==> config.mk <==
export PLATFORM = sky130hd
export DESIGN_NAME = decomb_flat
export DESIGN_NICKNAME = d
export VERILOG_FILES = /design/src/rtl/decomb_pkg.sv /design/src/rtl/decomb_if.sv /design/src/rtl/decomb_field_extract.sv /design/src/rtl/decomb.sv /design/src/flat_wrapper.sv
export SDC_FILE = /design/constraint.sdc
export NUM_CORES = 1
export LEC_CHECK = 0
export BUFFER_PORTS_ARGS = -buffer_cell sky130_fd_sc_hd__buf_2
export CORE_MARGIN = 1
export CORE_UTILIZATION = 50
export CTS_CLUSTER_DIAMETER = 40
export DETAILED_ROUTE_END_ITERATION = 10
export HOLD_SLACK_MARGIN = 0.08
export PLACE_DENSITY = 0.75
export SYNTH_ARGS = -nofsm -noshare
export SYNTH_HDL_FRONTEND = slang
export SYNTH_SLANG_ARGS = --single-unit
==> constraint.sdc <==
create_clock -name clk -period 4.99 [get_ports clk]
set_input_delay 0.2495 -clock clk [delete_from_list [all_inputs] [get_ports clk]]
set_output_delay 0.2495 -clock clk [all_outputs]
set_load 0.005 [all_outputs]
==> src/rtl/decomb_pkg.sv <==
// -----------------------------------------------------------------------------
// decomb_pkg
//   Shared sizes, FSM state encoding and a small bit-insert helper for the comb
//   unpacker.
//   W_PKT    : width of the packed data word and of the MSB marker word
//   W_FIELD  : width of each recovered value
//   N_FIELDS : number of values carried by one packet
// -----------------------------------------------------------------------------
package decomb_pkg;

  localparam int W_PKT    = 64;
  localparam int W_FIELD  = 16;
  localparam int N_FIELDS = 2;

  // len counts 0..W_FIELD, so it needs one extra bit beyond log2(W_FIELD).
  localparam int LEN_W  = $clog2(W_FIELD + 1);
  localparam int FIDX_W = (N_FIELDS > 1) ? $clog2(N_FIELDS) : 1;

  typedef enum logic [1:0] {
    ST_IDLE = 2'd0,
    ST_SCAN = 2'd1,
    ST_EMIT = 2'd2,
    ST_DONE = 2'd3
  } state_t;

  // Returns v with bit 'pos' replaced by b. Positions at or beyond W_FIELD
  // leave v unchanged, so an over-long field never corrupts the value.
  function automatic logic [W_FIELD-1:0] set_bit(input logic [W_FIELD-1:0] v,
                                                 input logic [LEN_W-1:0]   pos,
                                                 input logic               b);
    logic [W_FIELD-1:0] r;
    r = v;
    for (int i = 0; i < W_FIELD; i++) begin
      if (pos == LEN_W'(i)) r[i] = b;
    end
    return r;
  endfunction

endpackage

==> src/rtl/decomb_if.sv <==
// -----------------------------------------------------------------------------
// decomb_if
//   Packet-in / value-out bus of the comb unpacker.
//   start, in_data, in_S : packet request (in_data/in_S sampled only when start
//                          is accepted in IDLE)
//   out_b, out_valid     : recovered value, LSB-aligned
//   out_ready            : downstream accepts out_b
//   busy, done, err      : status (busy outside IDLE, one-cycle done, sticky err)
//
//   Handshake: out_b transfers on a rising clk edge where out_valid && out_ready.
//   Once out_valid is high it stays high, and out_b stays unchanged, until that
//   transfer happens; out_valid never depends combinationally on out_ready.
//   master = packet source / value sink, slave = the unpacker.
// -----------------------------------------------------------------------------
interface decomb_if;
  import decomb_pkg::*;

  logic               start;
  logic [W_PKT-1:0]   in_data;
  logic [W_PKT-1:0]   in_S;
  logic [W_FIELD-1:0] out_b;
  logic               out_valid;
  logic               out_ready;
  logic               busy;
  logic               done;
  logic               err;

  modport master (
    output start, in_data, in_S, out_ready,
    input  out_b, out_valid, busy, done, err
  );

  modport slave (
    input  start, in_data, in_S, out_ready,
    output out_b, out_valid, busy, done, err
  );

endinterface

==> src/rtl/decomb_field_extract.sv <==
// -----------------------------------------------------------------------------
// decomb_field_extract
//   Bit-serial datapath: data and marker shift registers, field accumulator and
//   field length counter.
//   clk, rst  : clock, asynchronous active-high reset
//   load      : capture in_data/in_s, clear acc and len
//   step      : take data_sr[0] into acc[len], shift both regs right, len++
//   clr       : clear acc and len (between fields)
//   acc_next  : accumulator with the bit currently at the head inserted,
//               i.e. the completed field when s_bit is set
//   s_bit     : marker bit at the head (current bit is a field MSB)
//   s_empty   : no marker bits remain
//   len_zero  : no bits taken for the current field yet
//   len_max   : W_FIELD-1 bits already taken (this step is the last legal one)
// -----------------------------------------------------------------------------
module decomb_field_extract
  import decomb_pkg::*;
(
  input  logic               clk,
  input  logic               rst,
  input  logic               load,
  input  logic               step,
  input  logic               clr,
  input  logic [W_PKT-1:0]   in_data,
  input  logic [W_PKT-1:0]   in_s,
  output logic [W_FIELD-1:0] acc_next,
  output logic               s_bit,
  output logic               s_empty,
  output logic               len_zero,
  output logic               len_max
);

  logic [W_PKT-1:0]   data_sr;
  logic [W_PKT-1:0]   s_sr;
  logic [W_FIELD-1:0] acc;
  logic [LEN_W-1:0]   len;

  // Right shifts fill with zeros, so the registers drain instead of wrapping.
  always_ff @(posedge clk or posedge rst) begin
    if (rst) begin
      data_sr <= '0;
      s_sr    <= '0;
      acc     <= '0;
      len     <= '0;
    end else if (load) begin
      data_sr <= in_data;
      s_sr    <= in_s;
      acc     <= '0;
      len     <= '0;
    end else if (clr) begin
      acc     <= '0;
      len     <= '0;
    end else if (step) begin
      acc     <= acc_next;
      data_sr <= {1'b0, data_sr[W_PKT-1:1]};
      s_sr    <= {1'b0, s_sr[W_PKT-1:1]};
      len     <= len + LEN_W'(1);
    end
  end

  assign acc_next = set_bit(acc, len, data_sr[0]);
  assign s_bit    = s_sr[0];
  assign s_empty  = ~|s_sr;
  assign len_zero = (len == '0);
  assign len_max  = (len == LEN_W'(W_FIELD - 1));

endmodule

==> src/rtl/decomb.sv <==
// -----------------------------------------------------------------------------
// decomb
//   Receive-side unpacker for the comb packing format. Field k occupies
//   data[e_k:p_k] with in_S[e_k]=1 marking its MSB; fields are recovered
//   bit-serially and handed out one per out_valid/out_ready transfer.
//   Missing fields (no markers left) decode as 0. A field with no marker within
//   W_FIELD bits sets the sticky err and ends the packet without output.
//   clk, rst  : clock, asynchronous active-high reset
//   bus       : decomb_if.slave (start/in_data/in_S, out_b/out_valid/out_ready,
//               busy/done/err)
//   dbg_state : current FSM state
// -----------------------------------------------------------------------------
module decomb
  import decomb_pkg::*;
(
  input  logic    clk,
  input  logic    rst,
  decomb_if.slave bus,
  output state_t  dbg_state
);

  state_t             state;
  state_t             state_nx;
  logic [FIDX_W-1:0]  fidx;
  logic [W_FIELD-1:0] out_b_q;
  logic               err_q;

  logic               load;
  logic               step;
  logic               clr;
  logic               out_valid;
  logic               busy;
  logic               done;

  logic [W_FIELD-1:0] acc_next;
  logic               s_bit;
  logic               s_empty;
  logic               len_zero;
  logic               len_max;

  logic               zero_field;
  logic               fire;
  logic               last_field;

  decomb_field_extract u_fx (
    .clk      (clk),
    .rst      (rst),
    .load     (load),
    .step     (step),
    .clr      (clr),
    .in_data  (bus.in_data),
    .in_s     (bus.in_S),
    .acc_next (acc_next),
    .s_bit    (s_bit),
    .s_empty  (s_empty),
    .len_zero (len_zero),
    .len_max  (len_max)
  );

  // A field that has not started and has no marker left is an implicit zero.
  assign zero_field = len_zero && s_empty;
  assign fire       = out_valid && bus.out_ready;
  assign last_field = (fidx == FIDX_W'(N_FIELDS - 1));

  // State register
  always_ff @(posedge clk or posedge rst) begin
    if (rst) state <= ST_IDLE;
    else     state <= state_nx;
  end

  // Next-state logic
  always_comb begin
    state_nx = state;
    unique case (state)
      ST_IDLE: if (bus.start) state_nx = ST_SCAN;
      ST_SCAN: begin
        if (zero_field)   state_nx = ST_EMIT;
        else if (s_bit)   state_nx = ST_EMIT;
        else if (len_max) state_nx = ST_DONE;
      end
      ST_EMIT: if (fire) state_nx = last_field ? ST_DONE : ST_SCAN;
      ST_DONE: state_nx = ST_IDLE;
      default: state_nx = ST_IDLE;
    endcase
  end

  // Output / datapath control
  always_comb begin
    busy      = (state != ST_IDLE);
    done      = (state == ST_DONE);
    out_valid = (state == ST_EMIT);
    load      = (state == ST_IDLE) && bus.start;
    step      = (state == ST_SCAN) && !zero_field;
    clr       = (state == ST_EMIT) && fire;
  end

  // Output value, error flag and field index
  always_ff @(posedge clk or posedge rst) begin
    if (rst) begin
      out_b_q <= '0;
      err_q   <= 1'b0;
      fidx    <= '0;
    end else begin
      if (load) begin
        err_q <= 1'b0;
        fidx  <= '0;
      end
      if (state == ST_SCAN) begin
        if (zero_field)   out_b_q <= '0;
        else if (s_bit)   out_b_q <= acc_next;
        else if (len_max) err_q   <= 1'b1;
      end
      if (clr && !last_field) fidx <= fidx + FIDX_W'(1);
    end
  end

  assign bus.out_b     = out_b_q;
  assign bus.out_valid = out_valid;
  assign bus.busy      = busy;
  assign bus.done      = done;
  assign bus.err       = err_q;
  assign dbg_state     = state;

endmodule

==> src/flat_wrapper.sv <==
// flat-port wrapper written by rule: the top's interface ports become plain ports
module decomb_flat import decomb_pkg::*;
  (clk, rst, dbg_state, bus_start, bus_in_data, bus_in_S, bus_out_ready, bus_out_b, bus_out_valid, bus_busy, bus_done, bus_err);
  decomb_if bus_i ();
  input  logic clk;
  input  logic rst;
  output state_t dbg_state;
  input wire logic [$bits(bus_i.start)-1:0] bus_start;
  input wire logic [$bits(bus_i.in_data)-1:0] bus_in_data;
  input wire logic [$bits(bus_i.in_S)-1:0] bus_in_S;
  input wire logic [$bits(bus_i.out_ready)-1:0] bus_out_ready;
  output wire logic [$bits(bus_i.out_b)-1:0] bus_out_b;
  output wire logic [$bits(bus_i.out_valid)-1:0] bus_out_valid;
  output wire logic [$bits(bus_i.busy)-1:0] bus_busy;
  output wire logic [$bits(bus_i.done)-1:0] bus_done;
  output wire logic [$bits(bus_i.err)-1:0] bus_err;
  assign bus_i.start = bus_start;
  assign bus_i.in_data = bus_in_data;
  assign bus_i.in_S = bus_in_S;
  assign bus_i.out_ready = bus_out_ready;
  assign bus_out_b = bus_i.out_b;
  assign bus_out_valid = bus_i.out_valid;
  assign bus_busy = bus_i.busy;
  assign bus_done = bus_i.done;
  assign bus_err = bus_i.err;
  decomb u_core (.clk(clk), .rst(rst), .bus(bus_i), .dbg_state(dbg_state));
endmodule
==> metrics <==
run status finished, final reports clean; Netlist Area Pre-Place 0.00913 mm2; Detailed Route Iter0 Violations 1065; Total Die Area 0.0188 mm2; fin crit share 61.6%; Setup violations, final 0; Arr. time, crit path 3340 ps; # DRC 0; met1 usage 40.5%; setup tns final 0 ps; die height 137 um; Root Buffer clkbuf_16; Net Switching 2.77 mW; via density per instance 6.35; Reg-to-Reg End u_core.u_fx.s_sr[43]; Flop pwr share 40.3%; initial core utilization 51.0%; start point of the worst hold path bus_in_S[54]; postcts setup bufs 0; average wire per standard cell 18.8 um; hold bufs inserted after CTS 117; # IOs 154; chip width 137 um; Cell Pwr Density 572 mW/mm2; clock latency on the worst-skew pair 430 ps; clk buf depth 2; Final Core Density 65.0%; largest net degree at the start of global routing 96; clock skew 7.63 ps; Max Cap Violations 0; Design Area, Final 0.0116 mm2; crit path time final 3070 ps; commonest non-fill, non-tap cell in the layout dfrtp_1; Total Routing Usage GR 29.1%; Core ar. 0.0179 mm2; worst min path class input port to register; Vias 9176; synth warn 0; Clock Sinks 169; Worst Max-Slew Pin Slew 866 ps; sequential area share after synthesis 46.3%; Synth cell types 39; final slew viol count 0; synthesized flop and latch total 169; gr ovfl total 0; global-route wire length before repair 43200 um; Pre-antenna DRT Iters 6; FMAX 0.325 GHz; GR Layer Usage met3 4.78%; Yosys top cell area share 46.3%; Layout area overhead 27.5%; Post-Syn Instances 1007; Post-Syn Nets 1144; clock share of power 20.2%; CTS tree done; Required @ worst endpoint 5260 ps; initial antenna violation count 0; Int Pwr 3.89 mW; antenna viol nets, final 0; GRT met2 Usage 44.7%; Resized Gates After CTS 0; Reg-to-Reg Start u_core.u_fx.len[0]; layout cells sized above 1 18.3%; HPWL Detailed 15300 um; Crit Path Class register to register; hold path depth 3; port buffer count 153; row cnt 49; Post-DP Area 0.00988 mm2; commonest cells after routing, fill and taps aside 169 x dfrtp_1, 153 x buf_2, 117 x dlygate4sd3_1; Pwr Total 6.66 mW; top post-synthesis cells by area dfrtp_1 46%, a22oi_1 5.2%, nand4_1 4.7%, o211ai_1 4.7%, o21ai_0 4.7%; hold endpoint u_core.u_fx.s_sr[54]; Crit Path Max Fanout 70; Reg2Reg Setup Slack 1920 ps; Mapped Avg Cell Area 9.07 um2; Post-Route WL 27200 um; Final Hold Fails 0; switching share of total power 41.6%; Comb pwr share 39.5%; H-tree Lvls 4; CTS Buf Count 17; worst slack at placement 1980 ps; Final #Nets 1341; FF-to-FF path depth 9; Yosys top cell by area dfrtp_1; Worst-path clk slew 70 ps; Static Leakage 5.23 nW; Final Wtd Congestion 0.828; vias in the first global route 8444; Max VDD drop 430 uV; setup ws final 1920 ps; worst rel slew slack 42.2%; GRT busiest layer met2; RSZ-0062 raised after global routing false; CP endpoint kind register; CP Launch Type register
==> worst max-delay path: stages, from the launching register on <==
cell and delay (ps):
dfrtp_1 440, inv_1 90, ha_1 250, nor4b_4 170, nand3_4 80, buf_4 640
inv_1 210, a21oi_4 210, buf_4 520, o21ai_0 270
==> cell families after synthesis <==
| group | after synthesis | synth area share [%] |
|---|---|---|
| and+or+nand+nor | 364 | 22.1 |
| AOI/OAI and AO/OA | 303 | 21.0 |
| DFF | 169 | 46.3 |
| buffers and inverters | 132 | 6.18 |
| muxes | 34 | 3.73 |
| adders and majority gates | 5 | 0.685 |
==> sequential cells by signal, summed over array words and instances, names as in the netlist <==
register / count
u_core.bus.out_b: 16
u_core.dbg_state: 2
u_core.u_fx.s_sr: 64
u_core.u_fx.len: 5
u_core.u_fx.data_sr: 64
u_core.u_fx.acc: 16
u_core.fidx: 1
u_core.bus.err: 1
==> power by group through the flow <==
stage | logic [mW] | registers, mW | clock network [mW]
3_3_place_gp | 2.47 | 2.64 | 0
3_5_place_dp | 2.53 | 2.67 | 0
2_1_floorplan | 2.02 | 2.44 | 0
4_1_cts | 2.61 | 2.65 | 1.35
5_1_grt | 2.94 | 2.77 | 1.41
6_report | 2.63 | 2.69 | 1.35
==> per-layer routing <==
| metal | part of all wire, % | up-vias |
|---|---|---|
| met2 | 47 | 450 |
| met4 | 3.4 | 0 |
| met3 | 6.4 | 81 |
| li1 | - | 4184 |
| met5 | 0 | - |
| met1 | 43 | 4461 |
==> synth_stat cells <==
cell       count
nor4_1        30
o2111ai_1      1
nand4b_1       3
nor4bb_1       8
clkbuf_1      88
or2_2          1
or4_1          1
nand3_1       66
o31ai_1        2
o211ai_2       9
mux2i_1       34
nor4b_1        3
o21ai_0       85
and4_1         1
nor4b_4        1
o21ai_2        1
inv_1         26
a211oi_1       1
nor2_1        17
ha_1           5
buf_8          1
o211ai_1      57
buf_2          9
dfrtp_1      169
nand2_1       90
nand4_1       69
buf_1          3
and2_1         2
a32o_1         1
nor4_2         4
o311ai_0       1
o21ai_4        1
buf_12         1
and3_1        64
a22oi_1       63
a21oi_1       81
nand2b_1       1
nor2b_1        3
buf_6          4
==> metrics by stage <==
step                cells  hold slack [ps]
global route         1445             84.4
global placement     1297              460
finish               1446             78.8
CTS                  1445             80.6
floorplan            1007              366
detailed placement   1297              470
==> worst max-delay path by stage <==
stage                              start              endpoint  slack, ps  cells after the start
floorplan                            rst        u_core.bus.err        170                      1
finish                u_core.u_fx.len[0]  u_core.u_fx.s_sr[43]       1920                      9
CTS                 u_core.u_fx.s_sr[32]    u_core.u_fx.acc[5]       1930                      5
global route          u_core.u_fx.len[0]  u_core.u_fx.s_sr[43]       1750                      9
global placement    u_core.u_fx.s_sr[32]    u_core.u_fx.acc[0]       2000                      5
detailed placement  u_core.u_fx.s_sr[32]    u_core.u_fx.acc[9]       1980                      5
==> layout make-up <==
cell class / count / area, um2
tap: 229 / 287
clock inverter: 12 / 153
multi-input combinational: 706 / 4400
clock buffer: 19 / 433
sequential: 169 / 4230
timing repair buffer: 284 / 2040
fill: 1443 / 6260
inverter: 26 / 103
antenna: 1 / 2.50
No activity file was read; power rests on OpenSTA's default activity.
